File: src/rtl/seq_alu_if.sv
// seq_alu_if: request/response bundle for the sequential ALU.
//   start, op, a, b            : request side, driven by the requester
//   busy, done                 : status; done is a one-cycle result-valid pulse
//   result, result_hi          : low word / MUL high word (0 for other ops)
//   flag_z, flag_n, flag_c, flag_v : zero, negative, carry/borrow, signed overflow
interface seq_alu_if #(
  parameter int NBITS = 8
);
  logic             start;
  logic [2:0]       op;
  logic [NBITS-1:0] a;
  logic [NBITS-1:0] b;
  logic             busy;
  logic             done;
  logic [NBITS-1:0] result;
  logic [NBITS-1:0] result_hi;
  logic             flag_z;
  logic             flag_n;
  logic             flag_c;
  logic             flag_v;

  modport master (
    output start, op, a, b,
    input  busy, done, result, result_hi, flag_z, flag_n, flag_c, flag_v
  );

  modport slave (
    input  start, op, a, b,
    output busy, done, result, result_hi, flag_z, flag_n, flag_c, flag_v
  );
endinterface

File: src/rtl/seq_alu.sv
// seq_alu: sequential ALU. Logic/add/sub/SLT complete in one cycle; MUL is a
// radix-2 shift-add over NBITS iterations (the first iteration is folded into
// the accepting edge so start-to-done latency is NBITS cycles).
//   clk_2 : clock, rising edge
//   reset : synchronous, active-high
//   bus   : seq_alu_if slave (start/op/a/b in; busy/done/result/result_hi/flags out)
module seq_alu #(
  parameter int NBITS = 8
) (
  input  logic      clk_2,
  input  logic      reset,
  seq_alu_if.slave  bus
);

  localparam int CNT_W = (NBITS > 2) ? $clog2(NBITS) : 1;

  typedef enum logic {
    S_IDLE = 1'b0,
    S_MUL  = 1'b1
  } state_t;

  // {carry, overflow, result}
  function automatic logic [NBITS+1:0] alu_op(input logic [2:0] op,
                                              input logic [NBITS-1:0] a,
                                              input logic [NBITS-1:0] b);
    logic [NBITS:0]   s;
    logic [NBITS-1:0] r;
    logic             c;
    logic             v;
    s = '0;
    r = '0;
    c = 1'b0;
    v = 1'b0;
    case (op)
      3'b000: r = a & b;
      3'b001: r = a | b;
      3'b010: begin
        s = {1'b0, a} + {1'b0, b};
        r = s[NBITS-1:0];
        c = s[NBITS];
        v = (a[NBITS-1] == b[NBITS-1]) && (r[NBITS-1] != a[NBITS-1]);
      end
      3'b011: r = ($signed(a) < $signed(b)) ? NBITS'(1) : '0;
      3'b100: r = a & ~b;
      3'b101: r = a | ~b;
      3'b110: begin
        // Bit NBITS of the widened difference is the borrow.
        s = {1'b0, a} - {1'b0, b};
        r = s[NBITS-1:0];
        c = s[NBITS];
        v = (a[NBITS-1] != b[NBITS-1]) && (r[NBITS-1] != a[NBITS-1]);
      end
      default: r = '0;
    endcase
    return {c, v, r};
  endfunction

  // One shift-add step on the {hi, lo} product register; lo holds the
  // not-yet-consumed multiplier bits, so lo[0] is the current bit.
  function automatic logic [2*NBITS-1:0] mul_step(input logic [NBITS-1:0] hi,
                                                  input logic [NBITS-1:0] lo,
                                                  input logic [NBITS-1:0] mcand);
    logic [NBITS:0] s;
    s = {1'b0, hi} + (lo[0] ? {1'b0, mcand} : '0);
    return {s, lo[NBITS-1:1]};
  endfunction

  state_t             state_q, state_d;
  logic [CNT_W-1:0]   cnt_q, cnt_d;
  logic [NBITS-1:0]   acc_q, acc_d;
  logic [NBITS-1:0]   mpl_q, mpl_d;
  logic [NBITS-1:0]   mcand_q, mcand_d;
  logic [NBITS-1:0]   result_q, result_d;
  logic [NBITS-1:0]   result_hi_q, result_hi_d;
  logic               z_q, z_d, n_q, n_d, c_q, c_d, v_q, v_d;
  logic               done_q, done_d;

  logic [NBITS+1:0]   alu_res;
  logic [2*NBITS-1:0] step;
  logic               in_mul;

  assign in_mul  = (state_q == S_MUL);
  assign alu_res = alu_op(bus.op, bus.a, bus.b);
  // In IDLE the step works straight off the inputs (first MUL iteration).
  assign step    = mul_step(in_mul ? acc_q : '0,
                            in_mul ? mpl_q : bus.b,
                            in_mul ? mcand_q : bus.a);

  always_comb begin
    state_d     = state_q;
    cnt_d       = cnt_q;
    acc_d       = acc_q;
    mpl_d       = mpl_q;
    mcand_d     = mcand_q;
    result_d    = result_q;
    result_hi_d = result_hi_q;
    z_d         = z_q;
    n_d         = n_q;
    c_d         = c_q;
    v_d         = v_q;
    done_d      = 1'b0;
    case (state_q)
      S_IDLE: begin
        if (bus.start) begin
          if (bus.op == 3'b111) begin
            state_d = S_MUL;
            acc_d   = step[2*NBITS-1:NBITS];
            mpl_d   = step[NBITS-1:0];
            mcand_d = bus.a;
            cnt_d   = CNT_W'(1);
          end else begin
            result_d    = alu_res[NBITS-1:0];
            result_hi_d = '0;
            c_d         = alu_res[NBITS+1];
            v_d         = alu_res[NBITS];
            z_d         = (alu_res[NBITS-1:0] == '0);
            n_d         = alu_res[NBITS-1];
            done_d      = 1'b1;
          end
        end
      end
      S_MUL: begin
        acc_d = step[2*NBITS-1:NBITS];
        mpl_d = step[NBITS-1:0];
        cnt_d = cnt_q + CNT_W'(1);
        if (cnt_q == CNT_W'(NBITS - 1)) begin
          state_d     = S_IDLE;
          cnt_d       = '0;
          result_d    = step[NBITS-1:0];
          result_hi_d = step[2*NBITS-1:NBITS];
          c_d         = (step[2*NBITS-1:NBITS] != '0);
          v_d         = 1'b0;
          z_d         = (step[NBITS-1:0] == '0);
          n_d         = step[NBITS-1];
          done_d      = 1'b1;
        end
      end
      default: state_d = S_IDLE;
    endcase
  end

  // Control and visible outputs: cleared by reset.
  always_ff @(posedge clk_2) begin
    if (reset) begin
      state_q     <= S_IDLE;
      cnt_q       <= '0;
      result_q    <= '0;
      result_hi_q <= '0;
      z_q         <= 1'b0;
      n_q         <= 1'b0;
      c_q         <= 1'b0;
      v_q         <= 1'b0;
      done_q      <= 1'b0;
    end else begin
      state_q     <= state_d;
      cnt_q       <= cnt_d;
      result_q    <= result_d;
      result_hi_q <= result_hi_d;
      z_q         <= z_d;
      n_q         <= n_d;
      c_q         <= c_d;
      v_q         <= v_d;
      done_q      <= done_d;
    end
  end

  // Multiplier working registers: only meaningful while in MUL.
  always_ff @(posedge clk_2) begin
    acc_q   <= acc_d;
    mpl_q   <= mpl_d;
    mcand_q <= mcand_d;
  end

  assign bus.busy      = in_mul;
  assign bus.done      = done_q;
  assign bus.result    = result_q;
  assign bus.result_hi = result_hi_q;
  assign bus.flag_z    = z_q;
  assign bus.flag_n    = n_q;
  assign bus.flag_c    = c_q;
  assign bus.flag_v    = v_q;

endmodule
File: src/flat_wrapper.sv
// flat-port wrapper written by rule: the top's interface ports become plain ports
module seq_alu_flat 
#(
  parameter int NBITS = 8
)
  (clk_2, reset, bus_start, bus_op, bus_a, bus_b, bus_busy, bus_done, bus_result, bus_result_hi, bus_flag_z, bus_flag_n, bus_flag_c, bus_flag_v);
  seq_alu_if #(.NBITS(NBITS)) bus_i ();
  input  logic clk_2;
  input  logic reset;
  input wire logic [$bits(bus_i.start)-1:0] bus_start;
  input wire logic [$bits(bus_i.op)-1:0] bus_op;
  input wire logic [$bits(bus_i.a)-1:0] bus_a;
  input wire logic [$bits(bus_i.b)-1:0] bus_b;
  output wire logic [$bits(bus_i.busy)-1:0] bus_busy;
  output wire logic [$bits(bus_i.done)-1:0] bus_done;
  output wire logic [$bits(bus_i.result)-1:0] bus_result;
  output wire logic [$bits(bus_i.result_hi)-1:0] bus_result_hi;
  output wire logic [$bits(bus_i.flag_z)-1:0] bus_flag_z;
  output wire logic [$bits(bus_i.flag_n)-1:0] bus_flag_n;
  output wire logic [$bits(bus_i.flag_c)-1:0] bus_flag_c;
  output wire logic [$bits(bus_i.flag_v)-1:0] bus_flag_v;
  assign bus_i.start = bus_start;
  assign bus_i.op = bus_op;
  assign bus_i.a = bus_a;
  assign bus_i.b = bus_b;
  assign bus_busy = bus_i.busy;
  assign bus_done = bus_i.done;
  assign bus_result = bus_i.result;
  assign bus_result_hi = bus_i.result_hi;
  assign bus_flag_z = bus_i.flag_z;
  assign bus_flag_n = bus_i.flag_n;
  assign bus_flag_c = bus_i.flag_c;
  assign bus_flag_v = bus_i.flag_v;
  seq_alu #(.NBITS(NBITS)) u_core (.clk_2(clk_2), .reset(reset), .bus(bus_i));
endmodule
File: config.mk
export PLATFORM = sky130hd
export DESIGN_NAME = seq_alu_flat
export DESIGN_NICKNAME = d
export VERILOG_FILES = /design/src/rtl/seq_alu_if.sv /design/src/rtl/seq_alu.sv /design/src/flat_wrapper.sv
export SDC_FILE = /design/constraint.sdc
export NUM_CORES = 1
export LEC_CHECK = 0
export ABC_AREA = 1
export BUFFER_PORTS_ARGS = -buffer_cell sky130_fd_sc_hd__buf_4
export CAP_MARGIN = 40
export CORE_UTILIZATION = 52
export CTS_BUF_LIST = sky130_fd_sc_hd__clkbuf_2 sky130_fd_sc_hd__clkbuf_4 sky130_fd_sc_hd__clkbuf_8
export CTS_CLUSTER_DIAMETER = 60
export DETAILED_ROUTE_END_ITERATION = 10
export PLACE_DENSITY = 0.79
export SYNTH_ARGS = -nofsm -noshare
export SYNTH_HDL_FRONTEND = slang
export SYNTH_SLANG_ARGS = --single-unit
File: constraint.sdc
create_clock -name clk_2 -period 3.46 [get_ports clk_2]
set_clock_uncertainty 0.1 [all_clocks]
set_input_delay 0.692 -clock clk_2 [delete_from_list [all_inputs] [get_ports clk_2]]
set_output_delay 0.692 -clock clk_2 [all_outputs]
set_load 0.02 [all_outputs]
After elaboration in Yosys (flattened, before gate mapping). Index checks and enable logic that the tools add are counted.

Register bits: 49. Input bits: 22. Word-level logic and storage cells: 98.

Add/sub/neg operators: 4. Magnitude comparators: 1. Equal/unequal tests: 16. Multiplexer cells: 50. Bitwise logic cells: 6. Reductions and logical operators: 9.

Operators with widths (count): 2-to-1 mux 8 bit (14); case mux 8 bit (2 select lines) (4); case mux 8 bit (7 select lines) (1); 2-to-1 mux 1 bit (19); bitwise AND 8 bit (2); zero test 8 bit (2); bitwise OR 8 bit (2); case mux 1 bit (2 select lines) (8); == test 3 bit, second input constant (5); adder 8 x 8 -> 9 bit (1); adder 8 x 9 -> 9 bit (1); 2-to-1 mux 3 bit (3); subtractor 8 x 8 -> 9 bit (1); less-than comparator 8 bit (1); inverter 8 bit (1); nonzero test 8 bit (1); == test 3 x 2 -> 1 bit, second input constant (2); != test 2 bit, second input constant (3); case mux 3 bit (2 select lines) (1); AND reduction 3 bit (2); adder 3 x 1 -> 3 bit, second input constant (1); == test 3 x 1 -> 1 bit, second input constant (1); zero test 3 bit (1); != test 1 bit (3); 5 further kinds (6).

Logic depth before layout (Yosys ltp). Gate-level depths: netlist (run 1).

Word-level depth: 7. Gate-level depth with buffers: 17. Depth with buffers taken out: 16.

Worst setup path before layout (run 1). OpenSTA, ideal clock, no wires.

Path type: reg-to-reg. From: register u_core.state_q, in the netlist u_core.bus.busy. To: register u_core.c_q, in the netlist u_core.bus.flag_c. Arrival: 2584 ps. Required time: 3230 ps. Path slack: 646 ps. Stages on the path, launching flop included: 14. Path buffers: 2. Clock period less this slack: 2814 ps. Cell sequence: dfxtp_1 buf_2 clkbuf_1 o21ai_0 nand2_1 inv_1 ha_1 fa_1 xor2_1 or2_2 nor3_1 nand3_1 nand2_1 a21oi_1.

Word-level cells in the longest chain between the ends: 6.

RTL lines: from (decl) (line seq_alu.sv:68) `state_t state_q, state_d;`; from (signal assigned) (line seq_alu.sv:155) `state_q <= state_d;`; 2-to-1 mux 8 bit, on equally long branches (line seq_alu.sv:87, seq_alu.sv:86); 2-to-1 mux 8 bit (line seq_alu.sv:64) `s = {1'b0, hi} + (lo[0] ? {1'b0, mcand} : '0);`; adder 8 x 9 -> 9 bit (line seq_alu.sv:64); nonzero test 8 bit (line seq_alu.sv:131) `c_d = (step[2*NBITS-1:NBITS] != '0);`; 2-to-1 mux 1 bit (line seq_alu.sv:126) `if (cnt_q == CNT_W'(NBITS - 1)) begin`; case mux 1 bit (2 select lines) (line seq_alu.sv:102) `case (state_q)`; to (signal assigned) (line seq_alu.sv:151) `c_q <= 1'b0;`; to (signal assigned) (line seq_alu.sv:161) `c_q <= c_d;`; to (decl) (line seq_alu.sv:75) `logic z_q, z_d, n_q, n_d, c_q, c_d, v_q, v_d;`.

Parallel ways exist; a longest one is shown, timed or not. The select of a mux whose other input is x is not followed. A chain may end at the register's enable or synchronous reset.

Final worst setup path (run 1). Ends and elaborated chain as after synthesis.

==> key figures, run 1 <==
GRT
  • Overall Global Routing Usage: 27.7%
  • Vias in the first global route: approximately 3200
  • Global-route wire length before repair: about 16000 um
  • Initial antenna violation count: 0
  • Largest net degree at the start of global routing: 35
  • GRT overflow: 0

STA
  • Minimum clock period: 2.90 ns
  • RSZ-0062 raised after global routing: no
  • Max-slew violations: 0
  • Max_slew headroom: between 50% and 60%
  • Hold slack: between 0.3 and 0.4 ns
  • Final hold violation count: 0
  • Tcrit/Tclk final: a little over four fifths
  • Setup TNS: 0 ns
  • Fmax: between 300 and 400 MHz
  • Final setup violation count: 0
  • Slew at the pin closest to its max-slew limit: around 0.65 ns

Routing
  • Post-DRT Antenna Nets: 0
  • Final WL: roughly 9700 um
  • Via count: ~3500
  • Vias per cell: between 5 and 6
  • Avg WL per Cell: 15.6 um
  • Drt pass-1 iters: 7
  • DRC violation count after routing: 0
  • Starting DRT DRC Count: approximately 280

Clock tree
  • CTS tree: done
  • Clock Latency Late Sink: ~0.30 ns
  • Clock transition at path regs: roughly 0.10 ns
  • Num Clock Sinks: between 40 and 50
  • Post-CTS Resized: 0
  • H-Tree Level Count: 2
  • CTS Buf Count: 5
  • Setup repair bufs after CTS: 0
  • Clk buf depth: 2
  • CTS root buf: clkbuf_8
  • Post-CTS Hold Fix Bufs: 0

Power
  • Pwr/cell area: approximately 340 nW/um^2
  • Cell leakage power: between 2 and 2.5 nW
  • Part of the power in the clock network: 26.3%
  • Peak supply drop: 0.000293 V
  • Net switching power: between 400 and 500 uW
  • Sw Share: 33.0%
  • Sequential Power Share: between 40% and 50%
  • Combinational share of power: approximately 27%
  • Cell Int Power: about 900 uW

Worst setup path
  • Crit-path max FO: 34
  • Critical path arrival: ~3.0 ns
  • Crit path launch type: register
  • Worst Setup End Kind: register
  • Worst setup path category: reg -> reg
  • WP data required: about 3.6 ns

Finish
  • Register area: 1200 um^2
  • Area of the multi-input gates: 2000 um^2
  • Layout cell share with drive strength beyond 1: 12.1%
  • Area grow syn2layout: 12.4%
  • Nets@finish: 596
  • Fill cells: 610
  • Ant diodes: 0

Synthesis
  • Mean Syn Cell Area: between 7 and 8 um^2
  • Syn nets: 559
  • Syn Inst Count: around 500
  • Mapped cell area: ~3600 um^2
  • #FFs+latches synth: 48
  • Warnings, synthesis: 0
  • Number of synthesized flops with an enable pin: 24
  • Unique masters post-synth: 36
  • Register area share after synthesis: around a third
  • Post-synth top flop: edfxtp_1
  • Post-synthesis async set-or-reset flop share: 0%

Placed design
  • Port bufs: 43
  • Gp weighted congestion: 0.942
  • Post-DP HPWL: ~7700 um

Job
  • Max Cap Violations: 0

Die
  • Die height: 85.0 um
  • FP Rows: 29
  • Initial Util: between 50% and 60%
  • # IOs: between 40 and 50
  • CORE AREA: roughly 6500 um^2
  • Die span in x: 85.0 um
  • Die area: roughly 7200 um^2

Outcome
  • Status: complete, no violations

Worst hold path
  • Worst hold path class: reg -> reg
==> placed cells by master, fill, tap and decap left out <==
master / count
nor3_1: 5
nand3_1: 31
nand4_1: 14
a31oi_1: 8
xor2_1: 12
o21ai_0: 33
dfxtp_1: 24
inv_1: 70
o211ai_1: 2
nor3_2: 1
a32o_1: 1
o21a_1: 2
a22oi_1: 3
and2_1: 1
inv_2: 3
nand2_1: 144
ha_1: 26
nand2_2: 3
clkbuf_8: 6
or2_2: 1
nor2_1: 32
edfxtp_1: 24
buf_4: 46
nor2_4: 1
fa_1: 3
clkinv_1: 1
clkinv_2: 1
a21o_1: 2
nor4_1: 2
inv_4: 3
xnor2_1: 3
nor2_2: 1
o21bai_1: 2
a21oi_1: 35
==> metal layers <==
| metal | wire, um | global-route usage, % | up-vias |
|---|---|---|---|
| met1 | 4300 | 37.2 | 1584 |
| met2 | 4390 | 43.9 | 135 |
| met4 | 230 | 9.55 | 0 |
| met5 | 0 | 0 | - |
| li1 | - | - | 1735 |
| met3 | 792 | 6.52 | 23 |
==> stage by stage <==
step	total power [mW]	setup WS [ns]	util (%)	area (um^2)	cells
final	1.36	0.559	62.0	4030	623
after global routing	1.43	0.230	62.0	4030	623
after CTS	1.36	0.615	62.0	4030	623
after detailed placement	1.01	0.513	60.5	3930	615
after global placement	1.00	0.603	60.5	3930	615
after floorplan	0.892	0.646	-	3580	508
==> sequential cells by signal, indices dropped and copies added (netlist names) <==
register	flops
u_core.acc_q	8
u_core.bus.result_hi	8
u_core.mcand_q	8
u_core.mpl_q	8
u_core.bus.result	7
u_core.cnt_q	3
u_core.bus.busy	1
u_core.bus.done	1
u_core.bus.flag_c	1
u_core.bus.flag_n	1
u_core.bus.flag_v	1
u_core.bus.flag_z	1
==> path summary, 6_finish.rpt <==
path         slack (ns)                       to               startpoint  cells past startpoint
max                0.56        u_core.bus.flag_c          u_core.bus.busy                     14
min                0.37  u_core.bus.result_hi[5]  u_core.bus.result_hi[5]                      2
max reg2reg        0.56        u_core.bus.flag_c          u_core.bus.busy                     14
min reg2reg        0.37  u_core.bus.result_hi[5]  u_core.bus.result_hi[5]                      2
==> power groups by stage <==
stage               clock network (mW)  logic, mW  registers (mW)
finish                           0.357      0.372           0.631
global route                     0.381      0.413           0.634
CTS                              0.359      0.367           0.631
detailed placement                   0      0.364           0.644
global placement                     0      0.359           0.643
floorplan                            0      0.237           0.655
==> critical path, cell delays in order, from the launching register on <==
cell and delay, ns:
dfxtp_1 0.50, buf_4 0.38, o21ai_0 0.28, nand2_1 0.12, inv_1 0.05, ha_1 0.37, nand2_1 0.10, inv_1 0.09
nand4_1 0.08, o211ai_1 0.11, xor2_1 0.32, nor2_1 0.07, nand3_1 0.09, nand2_1 0.05, a21oi_1 0.11
==> synth_stat cells, types with 2 or more instances <==
master    number  area, um^2
inv_1         70         263
a21o_1         2        15.0
nand4_1       14        87.6
nand3_1       31         155
fa_1           3        60.1
a22oi_1        3        22.5
nor2_1        32         120
dfxtp_1       24         480
a21oi_1       35         175
inv_2          3        11.3
nand2_1      144         541
buf_6          2        22.5
nand2_2        3        18.8
xor2_1        12         105
nor4_1         2        12.5
o21bai_1       2        15.0
edfxtp_1      24         721
o21ai_0       33         165
xnor2_1        3        26.3
a31oi_1        8        50.1
nor3_1         5        25.0
o21a_1         2        15.0
buf_2          6        30.0
buf_4          3        22.5
clkbuf_1       5        18.8
o211ai_1       2        15.0
ha_1          26         325
==> kinds of logic after synthesis <==
logic type	count (synthesis)	share of synthesized area (%)
compound gates	88	13.5
xor+xnor	15	3.67
fa+ha+maj	29	10.8
buf+inv	92	10.7
flops	48	33.5
simple gates	236	27.9
==> cell type report <==
| cell class | instances | area share (%) |
|---|---|---|
| repair buffers | 46 | 8.58 |
| inverters | 76 | 7.18 |
| well taps | 77 | 2.39 |
| flip-flops and latches | 48 | 29.8 |
| multi-input cells | 368 | 49.7 |
| clock buffers | 6 | 2.05 |
| clock inverters | 2 | 0.311 |
(Power assumes the default switching activity.)
==> run 2, diff against run 1 <==
ABC_AREA = 0   (was 1)
clock period = 3 ns   (was 3.46 ns; I/O delays follow)
==> key figures, run 2 <==
Clock tree
  • Clock Latency Late Sink: 0.29 ns (about the same)
  • Post-CTS Resized: 0 (unchanged)
  • H-Tree Level Count: 2 (unchanged)
  • CTS tree: done
  • Num Clock Sinks: 48 (unchanged)
  • Clock transition at path regs: 0.09 ns (about the same)
  • CTS root buf: clkbuf_8
  • Clk buf depth: 2 (unchanged)
  • CTS Buf Count: 5 (unchanged)

Routing
  • Avg WL per Cell: 16.7 um (+7.1%)
  • Via count: 3231 (-7.1%)
  • Post-DRT Antenna Nets: 0 (unchanged)
  • Drt pass-1 iters: 5 (-2)
  • DRC violation count after routing: 0 (unchanged)
  • Starting DRT DRC Count: 170 (-39%)
  • Final WL: 8860 um (-8.7%)
  • Vias per cell: 6.08 (+9.0%)

STA
  • Setup TNS: 0 ns (unchanged)
  • Final hold violation count: 0 (unchanged)
  • Tcrit/Tclk final: 96.1% (+12 points)
  • Fmax: 347 MHz (+0.58%)
  • Final setup violation count: 0 (unchanged)
  • Hold slack: 0.364 ns (-0.00969 ns)
  • Setup WS post-layout: 0.116 ns (-0.443 ns)
  • Max_slew headroom: 51.4% (-5.0 points)
  • Minimum clock period: 2.88 ns (-0.0167 ns)
  • Slew at the pin closest to its max-slew limit: 0.729 ns (+0.0753 ns)
  • Max-slew violations: 0 (unchanged)
  • RSZ-0062 raised after global routing: no

Job
  • Max Cap Violations: 0 (unchanged)

GRT
  • Global-route wire length before repair: 15000 um (-3.8%)
  • Overall Global Routing Usage: 26.6% (-1.1 points)
  • Initial antenna violation count: 0 (unchanged)
  • Largest net degree at the start of global routing: 35 (unchanged)
  • GRT overflow: 0 (unchanged)
  • Vias in the first global route: 3153 (-1.1%)

Synthesis
  • Top-area cell type share of the netlist area: 21.0% (+0.85 points)
  • Area contributors post-synth: edfxtp_1, dfxtp_1, ha_1, o21ai_0, nand2_1
  • Post-synth top flop: edfxtp_1
  • Simple-gate area share of the yosys netlist: 20.6% (-7.3 points)
  • Number of synthesized flops with an enable pin: 24 (unchanged)
  • Unique masters post-synth: 53 (+47%)
  • Post-Synth Adder-Cell Area: 12.4% (+1.6 points)
  • Synth area leader: edfxtp_1
  • Register area share after synthesis: 34.9% (+1.4 points)
  • Post-synthesis async set-or-reset flop share: 0% (unchanged)
  • Syn Inst Count: 412 (-19%)
  • Post-Synth XOR/XNOR Area: 3.82% (+0.15 points)
  • #FFs+latches synth: 48 (unchanged)
  • Synth cell count leaders: nand2_1, o21ai_0, a21oi_1
  • Warnings, synthesis: 0 (unchanged)
  • Syn nets: 463 (-17%)
  • Mapped cell area: 3440 um^2 (-4.1%)
  • Top-count cell post-synth: nand2_1
  • Area fraction in compound gates after synthesis: 21.6% (+8.1 points)
  • Multiplexer area fraction after synthesis: 1.53% (+1.5 points)
  • Mean Syn Cell Area: 8.35 um^2 (+18%)
  • Largest family of logic cells by synthesized area: compound AO/OA/AOI/OAI gates

Placed design
  • Port bufs: 43 (unchanged)
  • Post-DP HPWL: 6840 um (-11%)
  • Post-DP Area: 3890 um^2 (-1.1%)
  • Post-place setup slack: -0.0456 ns (-0.559 ns)
  • Placed Cells: 523 (-15%)
  • Gp weighted congestion: 0.886 (-6.0%)

Worst setup path
  • Worst R2R End: u_core.bus.flag_c
  • Critical R2R Launch: u_core.mpl_q[0]
  • Worst Path Buf+Inv: 0 (-3)
  • Cell count of the worst reg-to-reg path: 11 (-3)
  • FF-to-FF setup slack: 0.12 ns (-0.44 ns)
  • WP data required: 3.08 ns (-0.52 ns)
  • Top delay family on crit path: compound AO/OA/AOI/OAI gates
  • Max incr delay on CP: 0.52 ns (+0.02 ns)
  • Worst Setup End Kind: register
  • Crit-path max FO: 7 (-79%)
  • Critical path, cell by cell: nand3_2 > o21ai_1 > ha_2 > fa_2 > a211oi_1 > nor2_1 > o21a_1 > o21ai_0 > a21oi_1 > o41ai_1 > a21oi_1
  • Worst setup path category: reg -> reg
  • Crit-path most repeated cell: a21oi_1
  • Crit path launch type: register
  • Critical path arrival: 2.96 ns (-0.08 ns)
  • Critical-path top delay cell: edfxtp_1

Power
  • Sequential Power Share: 48.2% (+1.8 points)
  • Peak supply drop: 0.000351 V (+20%)
  • Total power: 1.51 mW (+11%)
  • Part of the power in the clock network: 24.3% (-2.0 points)
  • Cell Int Power: 1.04 mW (+15%)
  • Sw Share: 31.0% (-2.0 points)
  • Pwr/cell area: 380 nW/um^2 (+13%)
  • Net switching power: 468 uW (+4.5%)
  • Combinational share of power: 27.5% (+0.2 points)
  • Cell leakage power: 1.66 nW (-19%)

Finish
  • Final core utilization: 62.6% (+0.65 points)
  • Layout Cells excl Fill: 531 (-15%)
  • Commonest non-fill, non-tap cell in the layout: buf_4
  • Ant diodes: 0 (unchanged)
  • Cell area after layout: 3980 um^2 (-1.2%)
  • Layout cell share with drive strength beyond 1: 17.0% (+4.9 points)
  • Nets@finish: 505 (-15%)
  • Commonest non-fill, non-tap cells in the layout: buf_4, nand2_1, o21ai_0
  • Area grow syn2layout: 15.7%

Die
  • Die span in x: 83.3 um (-2.0%)
  • Initial Util: 54.1% (-1.0 points)
  • FP Rows: 29 (unchanged)
  • CORE AREA: 6350 um^2 (-2.2%)
  • Die area: 6940 um^2 (-4.0%)
  • Die height: 83.3 um (-2.0%)
  • # IOs: 44 (unchanged)

Outcome
  • Status: complete, no violations

Worst hold path
  • Hold Startpoint: u_core.bus.result[4]
  • Worst Hold End: u_core.bus.result[4]
  • Worst hold path depth: 2 (unchanged)
  • Worst hold path class: reg -> reg
run 2: cell types whose count changed after synthesis, sizes merged, moves of 5 or more:
| cell | before | now |
|---|---|---|
| a211oi | 0 | 7 |
| a31oi | 8 | 1 |
| and2 | 1 | 10 |
| clkbuf | 5 | 15 |
| inv | 74 | 20 |
| nand2 | 147 | 50 |
| nand2b | 0 | 8 |
| nand3 | 31 | 17 |
| nand4 | 14 | 0 |
| nor2b | 0 | 7 |
| o21ai | 33 | 38 |
| o31ai | 0 | 5 |
run 2: cells by family after synthesis:
logic type,after synthesis
and+or+nand+nor,147
AOI/OAI and AO/OA,120
DFF,48
buffers and inverters,44
adders and majority gates,33
xor gates and xnor gates,15
muxes,5
run 2: worst min-delay path, stage by stage, from the launching register on:
cell and delay, ns:
dfxtp_1 0.32, nand2_1 0.05, a21oi_1 0.05
run 2: what timing repair did:
action / 4_1_cts / 5_1_grt
hold buffers: 0 / 0
endpoints found under the setup margin: 0 / 1
buffers inserted: 0 / 1
run 2: final cells by class:
cell class,instances,area (um^2)
Multi-Input combinational cell,320,2080
Fill cell,543,2370
Timing Repair Buffer,59,443
Tap cell,77,96.3
Inverter,20,75.1
Sequential cell,48,1200
Clock inverter,2,12.5
Clock buffer,5,68.8
run 2: power by group through the flow:
stage                     Sequential [mW]  Clock, mW  Combinational [mW]
after global placement              0.743          0               0.399
after global routing                0.732      0.398               0.457
after detailed placement            0.744          0               0.407
after floorplan                     0.752          0               0.259
final                               0.729      0.367               0.416
after CTS                           0.729      0.377               0.410
run 2: how the worst max path moves through the flow:
stage                    startpoint                 to  slack, ns  depth (start not counted)
global route        u_core.mpl_q[0]  u_core.bus.flag_c       0.01                         11
floorplan           u_core.bus.busy  u_core.bus.flag_c     -0.009                         15
detailed placement         bus_b[0]  u_core.bus.flag_c      -0.05                         12
CTS                 u_core.mpl_q[0]  u_core.bus.flag_c       0.13                         11
global placement           bus_b[0]  u_core.bus.flag_c       0.06                         12
finish              u_core.mpl_q[0]  u_core.bus.flag_c       0.12                         11
run 2: per-layer routing:
metal / vias up / track usage (%) / routed length (um) / share of wire, %
met3: 20 / 3.28 / 546 / 6.2
li1: 1557 / - / - / -
met5: - / 0 / 0 / 0
met4: 0 / 9.25 / 230 / 2.6
met2: 144 / 44.9 / 4330 / 49
met1: 1510 / 35.1 / 3760 / 42
